<file path="config.mk">
export PLATFORM = sky130hd
export DESIGN_NAME = serial_slt_unit
export DESIGN_NICKNAME = d
export VERILOG_FILES = /design/src/rtl/serial_slt_unit_pkg.sv /design/src/rtl/serial_slt_unit_sub_slice.sv /design/src/rtl/serial_slt_unit.sv
export SDC_FILE = /design/constraint.sdc
export NUM_CORES = 1
export LEC_CHECK = 0
export CELL_PAD_IN_SITES_DETAIL_PLACEMENT = 2
export CELL_PAD_IN_SITES_GLOBAL_PLACEMENT = 2
export CORE_MARGIN = 8
export CORE_UTILIZATION = 31
export DETAILED_ROUTE_END_ITERATION = 8
export PLACE_DENSITY_LB_ADDON = 0.1
export SYNTH_ARGS = -nofsm -noshare
export SYNTH_HDL_FRONTEND = slang
export SYNTH_SLANG_ARGS = --single-unit
export TNS_END_PERCENT = 20
</file>
<file path="constraint.sdc">
create_clock -name clk -period 1.7 [get_ports clk]
set_input_delay 0.34 -clock clk [delete_from_list [all_inputs] [get_ports clk]]
set_output_delay 0.34 -clock clk [all_outputs]
set_load 0.1 [all_outputs]
</file>
<file path="src/rtl/serial_slt_unit_pkg.sv">
// Shared definitions for the serial set-on-less-than engine: state encoding,
// default geometry and the step-counter width helper.
package serial_slt_unit_pkg;

  typedef enum logic [1:0] {
    IDLE = 2'd0,
    RUN  = 2'd1,
    DONE = 2'd2
  } state_t;

  localparam int DEFAULT_WIDTH = 32;
  localparam int DEFAULT_STEP  = 1;

  // A single-step engine still needs a one-bit counter to exist.
  function automatic int cnt_width(input int n);
    return (n <= 1) ? 1 : $clog2(n);
  endfunction

endpackage

</file>
<file path="src/rtl/serial_slt_unit_sub_slice.sv">
// Combinational STEP-bit subtract slice: a + ~b + cin, exposing the carry into
// the top bit so the parent can detect signed overflow.
module serial_sub_slice #(
  parameter int STEP = 1
) (
  input  logic [STEP-1:0] a_bits,
  input  logic [STEP-1:0] b_bits,
  input  logic            cin,
  output logic [STEP-1:0] sum,
  output logic            cout,
  output logic            cin_msb
);

  logic [STEP-1:0] nb;
  logic [STEP:0]   carry;

  assign nb = ~b_bits;

  // NOTE: every signal written here gets a value before any branch or loop,
  // so no path can leave it unassigned and infer a latch.
  always_comb begin
    carry    = '0;
    sum      = '0;
    carry[0] = cin;
    for (int i = 0; i < STEP; i++) begin
      sum[i]       = a_bits[i] ^ nb[i] ^ carry[i];
      carry[i + 1] = (a_bits[i] & nb[i]) | (a_bits[i] & carry[i]) | (nb[i] & carry[i]);
    end
  end

  assign cout    = carry[STEP];
  assign cin_msb = carry[STEP-1];

endmodule

</file>
<file path="src/rtl/serial_slt_unit.sv">
// Multi-cycle slt/sltu engine: subtracts b from a STEP bits per cycle, LSB
// first, and reports the less-than flag plus the full difference.
module serial_slt_unit
  import serial_slt_unit_pkg::*;
#(
  parameter int WIDTH = DEFAULT_WIDTH,
  parameter int STEP  = DEFAULT_STEP
) (
  input  logic             clk,
  input  logic             rst_n,
  input  logic             start,
  input  logic [WIDTH-1:0] a,
  input  logic [WIDTH-1:0] b,
  input  logic             signed_op,
  output logic             busy,
  output logic             result_valid,
  input  logic             result_ready,
  output logic             lt,
  output logic [WIDTH-1:0] diff
);

  localparam int N  = WIDTH / STEP;
  localparam int CW = cnt_width(N);

  if ((STEP < 1) || ((WIDTH % STEP) != 0)) begin : g_bad_step
    $error("serial_slt_unit: STEP must divide WIDTH");
  end

  state_t           state, next_state;
  logic [WIDTH-1:0] a_sh, b_sh, diff_next;
  logic [CW-1:0]    cnt;
  logic             carry, signed_q;
  logic [STEP-1:0]  sum;
  logic             cout, cin_msb, last_step, lt_next;

  serial_sub_slice #(.STEP(STEP)) u_slice (
    .a_bits  (a_sh[STEP-1:0]),
    .b_bits  (b_sh[STEP-1:0]),
    .cin     (carry),
    .sum     (sum),
    .cout    (cout),
    .cin_msb (cin_msb)
  );

  // New sum bits enter at the top so diff is aligned after the last step.
  if (STEP == WIDTH) begin : g_full
    assign diff_next = sum;
  end else begin : g_part
    assign diff_next = {sum, diff[WIDTH-1:STEP]};
  end

  assign last_step = (cnt == CW'(N - 1));
  assign lt_next   = signed_q ? (sum[STEP-1] ^ cin_msb ^ cout) : ~cout;

  always_ff @(posedge clk or negedge rst_n) begin
    if (!rst_n) state <= IDLE;
    else        state <= next_state;
  end

  always_comb begin
    next_state = state;
    unique case (state)
      IDLE:    if (start)        next_state = RUN;
      RUN:     if (last_step)    next_state = DONE;
      DONE:    if (result_ready) next_state = IDLE;
      default:                   next_state = IDLE;
    endcase
  end

  // NOTE: the operand shift registers are plain flops, not a memory, so they
  // take the reset like every other piece of state.
  always_ff @(posedge clk or negedge rst_n) begin
    if (!rst_n) begin
      a_sh     <= '0;
      b_sh     <= '0;
      carry    <= 1'b1;
      cnt      <= '0;
      signed_q <= 1'b0;
      diff     <= '0;
      lt       <= 1'b0;
    end else begin
      // NOTE: non-blocking assignments so every register here sees the
      // pre-edge values of the others, regardless of statement order.
      unique case (state)
        IDLE: if (start) begin
          a_sh     <= a;
          b_sh     <= b;
          signed_q <= signed_op;
          carry    <= 1'b1;
          cnt      <= '0;
        end
        RUN: begin
          a_sh  <= a_sh >> STEP;
          b_sh  <= b_sh >> STEP;
          carry <= cout;
          cnt   <= cnt + CW'(1);
          diff  <= diff_next;
          if (last_step) lt <= lt_next;
        end
        default: ;
      endcase
    end
  end

  assign busy         = (state != IDLE);
  assign result_valid = (state == DONE);

endmodule
</file>
==> impl_metrics.tcl <==
set metrics [dict create \
    status "complete, but fails checks" \
    failed_checks "negative hold slack" \
    rsz0062_at_grt "no" \
    synthToLayoutAreaGrowth_pct 37.64 \
    p_total_mw 13.86 \
    grt_pass1_vias 4843 \
    syn_nets 585 \
    endpoint_kind "output port" \
    setup_violations 0 \
    ioPinCount 104 \
    cp_max_fo 4 \
    grt_pass1_wl_mm 25.89 \
    root_buffer "clkbuf_16" \
    viasPerCell 5.046 \
    p_sw_share_pct 47.25 \
    syn_area_per_cell_um2 9.636 \
    critPathArrivalTime_ns 1.30 \
    clkPwrFrac_pct 13.7 \
    setup_tns_ns 0 \
    yosysTopAreaCell "dfrtp_1" \
    antenna_found_initial 0 \
    maxCapViolations 0 \
    die_area_um2 20210 \
    final-instance-count-excl-fill 829 \
    ant_nets 0 \
    h-tree-depth 3 \
    start_util_pct 31.40 \
    drive_above_1_share_pct 13.21 \
    min_path_type "primary input to asynchronous set/reset pin" \
    ir_drop_uv 920.8 \
    vias 4183 \
    routedWlPerCell_um 18.73 \
    power_switching_mw 6.549 \
    grt_max_degree 78 \
    diodes 0 \
    combinationalPowerShare_pct 53.3 \
    overflow 0 \
    synth_cell_types 30 \
    period_minus_slack_ns 1.640 \
    yosysWarnings 0 \
    ys_ff_latch 106 \
    drv_slew 0 \
    leakagePower_nw 2.954 \
    clock_latency_ns 0.35 \
    seq_power_share_pct 33.0 \
    synth_seq_area_share_pct 53.79 \
    finalWirelength_mm 15.52 \
    synthDominantCellAreaShare_pct 53.26 \
    nets 681 \
    drtIter0Drc 168 \
    fmax_mhz 609.7 \
    worstPathRequired_ns 1.36 \
    mostFrequentLayoutCell "nand2_1" \
    finalHoldViolations 6 \
    cts_buffer_depth 2 \
    portBuffers 103 \
    core_um2 15710 \
    grt.total_usage_pct 16.07 \
    p_int_mw 7.313 \
    dp.cells 809 \
    drcViolationCount 0 \
    cts-buffers-inserted 9 \
    slew_headroom_pct 67.62 \
    mostFrequentLayoutCells "122 x nand2_1, 103 x dfrtp_1, 66 x clkdlybuf4s50_1, 62 x a22oi_1, 55 x o21ai_0" \
    min_period_over_period_pct 96.48 \
    ctsHoldBuffers 0 \
    p_per_area_nw_per_um2 2042 \
    synth_area_leaders "dfrtp_1 53%, a22oi_1 9.4%, nand2_1 9.3%" \
    clock-sinks 106 \
    path_clk_slew_ns 0.07 \
    critPathLaunchType "register" \
    die_h_um 142.2 \
    synth_cells 512 \
    worstMarginPinSlew_ns 0.4857 \
    fillers 1686 \
    firstDrtPassIters 4 \
    hpwl_mm 10.66 \
    syn-cell-area_um2 4933 \
    path_class "register to output port" \
    whs_ns -0.01599 \
    gp_congestion 0.7273 \
    cts_tree "yes" \
    rows 46 \
    die_w_um 142.2 \
    skew_ns 0.008176 \
]
==> final timing paths <==
kind	to	from	slack (ns)	depth (start not counted)
worst max-delay path	result_valid	state[1]$_DFFE_PN0P_	0.06	3
worst min-delay path	diff[24]$_DFFE_PN0P_	rst_n	-0.02	2
worst max register to register	lt$_DFFE_PN0P_	cnt[0]$_DFFE_PN0P_	0.10	5
worst min register to register	b_sh[3]$_DFFE_PN0P_	b_sh[3]$_DFFE_PN0P_	0.49	2
max in group asynchronous	state[1]$_DFFE_PN0P_	rst_n	1.28	2
min in group clk	b_sh[3]$_DFFE_PN0P_	b_sh[3]$_DFFE_PN0P_	0.49	2
==> final cells by class <==
class	instances	area, µm²	share of cell area, %
Clock inverter	1	5.005	0.07371
Inverter	4	18.77	0.2764
Tap cell	216	270.3	3.980
Timing Repair Buffer	126	1584	23.33
Clock buffer	15	247.7	3.648
Multi-Input combinational cell	361	2006	29.54
Sequential cell	106	2659	39.16
==> through the flow <==
step / util [%] / cell area, µm² / hold slack (ns) / worst slack (ns)
after floorplan: - / 4937 / 0.04441 / 0.01323
after global placement: 41.38 / 6502 / 0.4086 / 0.1820
after detailed placement: 41.38 / 6502 / 0.4104 / 0.1289
after CTS: 43.22 / 6790 / 0.03314 / 0.01819
after global routing: 43.22 / 6790 / 0.04779 / 0.001641
final: 43.22 / 6790 / -0.01599 / 0.05984
==> flip-flops by register name (all words and copies together), names as in the netlist <==
signal,count
carry,1
state,2
signed_q,1
b_sh,32
diff,32
a_sh,32
lt,1
cnt,5
==> what timing repair did <==
| action | 4_1_cts | 5_1_grt |
|---|---|---|
| resized for setup | 2 | 0 |
| endpoints found under the setup margin | 2 | 0 |
| buffers inserted | 4 | 0 |
==> layer usage <==
metal  up-vias  global-route usage, %  routed length (µm)
li1       1951                      -                   -
met1      2143                  18.86                6694
met2        80                  28.72                8064
met3         9                  4.361                 659
met4         0                  3.222                 105
met5         -                      0                   0
==> logic make-up (layout without fill, tap and decap cells) <==
group / after synthesis / after routing / synth area share (%)
AND/OR/NAND/NOR: 175 / 175 / 16.10
multiplexers: 4 / 4 / 0.9383
AO/OA/AOI/OAI: 178 / 178 / 21.94
flip-flops: 106 / 106 / 53.79
adder cells (fa/ha/maj): 4 / 4 / 1.319
buffers and inverters: 45 / 146 / 5.909
==> power groups by stage <==
stage	Combinational [mW]	Clock, mW	Sequential (mW)
2_1_floorplan	2.24	0	6.84
3_3_place_gp	7.19	0	4.59
3_5_place_dp	7.41	0	4.66
4_1_cts	7.51	2.00	4.59
5_1_grt	7.91	2.07	4.74
6_report	7.38	1.91	4.57
==> synthesized netlist by cell type, drive strengths merged <==
library cell and n:
nand2 122, dfrtp 105, o21ai 66, a22oi 62
a21oi 43, nor2b 43, buf 28, clkbuf 13
inv 4, a22o 3, nand2b 3, a2bb2oi 2
and2b 2, fa 2, ha 2, mux2 2
mux2i 2, nand3 2, and3 1, dfstp 1
nor2 1, o21bai 1, o311ai 1, or2 1
==> worst max-delay path, stage by stage, from the launching register on <==
cell	delay, ns
dfrtp_4	0.50
nand2b_1	0.16
clkinvlp_4	0.13
buf_12	0.17
Note: power is estimated with default switching activity, not from simulation.
==> RTL edit, RTL diff (same settings) <==
Encoding of `state_t`: now one-hot (3 bits for 3 states).
--- a/src/rtl/serial_slt_unit_pkg.sv
+++ b/src/rtl/serial_slt_unit_pkg.sv
@@ -4,6 +4,6 @@
 
-  typedef enum logic [1:0] {
-    IDLE = 2'd0,
-    RUN  = 2'd1,
-    DONE = 2'd2
+  typedef enum logic [2:0] {
+    IDLE = 3'b001,
+    RUN  = 3'b010,
+    DONE = 3'b100
   } state_t;
Function: same outputs for any inputs over 10 cycles, from zero or initial values and one cycle with rst_n low; not proved beyond that.
==> RTL edit against the unedited design <==
- the flow finishes with violations (setup timing)
- via count increased by 0.60%
- cell area increased by 13%
- wire length increased by 0.55%
- setup slack got worse by 200 ps
- power decreased by 4.5%
- combinational power decreased by 6.2%
- sequential cell count increased by 1
- synthesized area increased by 11%
==> RTL edit: results (changes against the unedited design) <==
fraction of the yosys area taken by sequential cells 49.0% (-4.8 points); weighted congestion at the end of routability-driven global placement 0.740 (+1.7%); largest net degree at the start of global routing 56 (-28%); per-cell via count in the routed design 4.86 (-3.7%); global router's overall resource usage 14.7% (-1.4 points); Post-synth top cells 105 x sky130_fd_sc_hd__dfrtp_1, 100 x sky130_fd_sc_hd__nand2_1, 63 x sky130_fd_sc_hd__inv_1, 56 x sky130_fd_sc_hd__nor2_1, 55 x sky130_fd_sc_hd__mux2i_1; number of global-route vias before repair 4810 (-0.68%); placed cell areas 0.00724 mm^2 (+11%); Switch Pwr 0.00564 W (-14%); violation count after the first detailed-route iteration 111 (-34%); number of nets in the synthesized netlist 597 (+2.1%); final-layout setup total negative slack -268 ps (-268 ps); Fill cells 1786 (+5.9%); biggest registers after layout a_sh (32), b_sh (32), diff (32); final-report setup violation count 2 (+2); half-perimeter wire length after placement 11600 um (+8.4%); reported leakage power 3.65 nW (+23%); status complete, but fails checks; VDD IR max 0.860 mV (-6.6%); cell at the slowest stage of the critical path sky130_fd_sc_hd__dfstp_2; pre-CTS setup slack -131 ps (-260 ps); top cells by area in the synthesized netlist sky130_fd_sc_hd__dfrtp_1 48%, sky130_fd_sc_hd__a221oi_2 14%, sky130_fd_sc_hd__mux2i_1 10%, sky130_fd_sc_hd__nand2_1 6.9%, sky130_fd_sc_hd__inv_1 4.3%; most frequent cell after synthesis sky130_fd_sc_hd__dfrtp_1; Crit Path Max Fanout 5 (+1); total detailed-routing wirelength 15600 um (+0.55%); proportion of layout cells with a drive suffix above 1 25.4% (+12 points); Setup WS post-layout -144 ps (-204 ps); net count of the finished layout 709 (+4.1%); global-route wire length before repair 26200 um (+1.4%); Clock Skews 8.31 ps (+0.133 ps); number of different library cells in the post-synthesis netlist 36 (+20%); signal arrival time at the worst endpoint 1500 ps (+200 ps); violated checks setup timing; worst stage delay on the critical path 570 ps (+70 ps); Slew HR 56.5% (-11 points)
[RTL edit: per-stage QoR]
step           std cells  hold WS [ps]  utilization [%]
2_1_floorplan        524          44.4                -
3_3_place_gp         843           266             41.9
3_5_place_dp         843           267             41.9
4_1_cts              861           433             43.8
5_1_grt              866           452             44.4
6_report             866           429             44.4
[RTL edit: cell families after synthesis]
kind of cell	share of synthesized area [%]
AO/OA/AOI/OAI	17.7
adder cells (fa/ha/maj)	1.19
buffers and inverters	8.21
flip-flops	49.0
multiplexers	10.5
AND/OR/NAND/NOR	13.5
[RTL edit: final cells by class]
| cell class | instances | area, um^2 | area share (%) |
|---|---|---|---|
| multi-input combinational | 319 | 2430 | 31.7 |
| tap | 225 | 282 | 3.67 |
| inverter | 63 | 236 | 3.08 |
| sequential | 107 | 2690 | 35.0 |
| clock buffer | 11 | 253 | 3.29 |
| clock inverter | 5 | 42.5 | 0.554 |
| timing repair buffer | 136 | 1750 | 22.8 |
[RTL edit: power by group through the flow]
stage | clock network [W] | logic [W] | registers, W
finish | 0.00208 | 0.00692 | 0.00424
global placement | 0 | 0.00648 | 0.00423
CTS | 0.00217 | 0.00684 | 0.00427
global route | 0.00225 | 0.00748 | 0.00439
detailed placement | 0 | 0.00676 | 0.00432
floorplan | 0 | 0.00415 | 0.00473
[RTL edit: worst paths after layout]
kind / startpoint / endpoint / slack, ps / depth (start not counted)
max: state[0] / busy / -140 / 2
min: rst_n / a_sh[8] / 430 / 2
max reg2reg: state[0] / cnt[2] / 30 / 6
min reg2reg: cnt[3] / cnt[3] / 490 / 1
max in group asynchronous: rst_n / state[1] / 640 / 3
min in group clk: cnt[3] / cnt[3] / 490 / 1
[RTL edit: repair_timing]
action / 4_1_cts / 5_1_grt
gates resized for setup: 6 / 20
hold buffers: 1 / 0
pin swaps: 0 / 2
endpoints found under the hold margin: 19 / 0
setup buffers: 1 / 5
setup endpoints to repair: 2 / 22
[RTL edit: routing by layer]
metal	track usage, %	vias up	part of all wire [%]
met5	0	-	0
met4	4.39	0	1.2
met3	3.03	12	3.2
met2	25.3	65	52
met1	18.1	2125	44
li1	-	2006	-
[RTL edit: worst reg2reg max path: cells and delay by family (launching register included)]
family                 cells  cell delay (ps)
flip-flops                 1              570
AND/OR/NAND/NOR            2              360
buffers and inverters      3              330
AO/OA/AOI/OAI              1              300
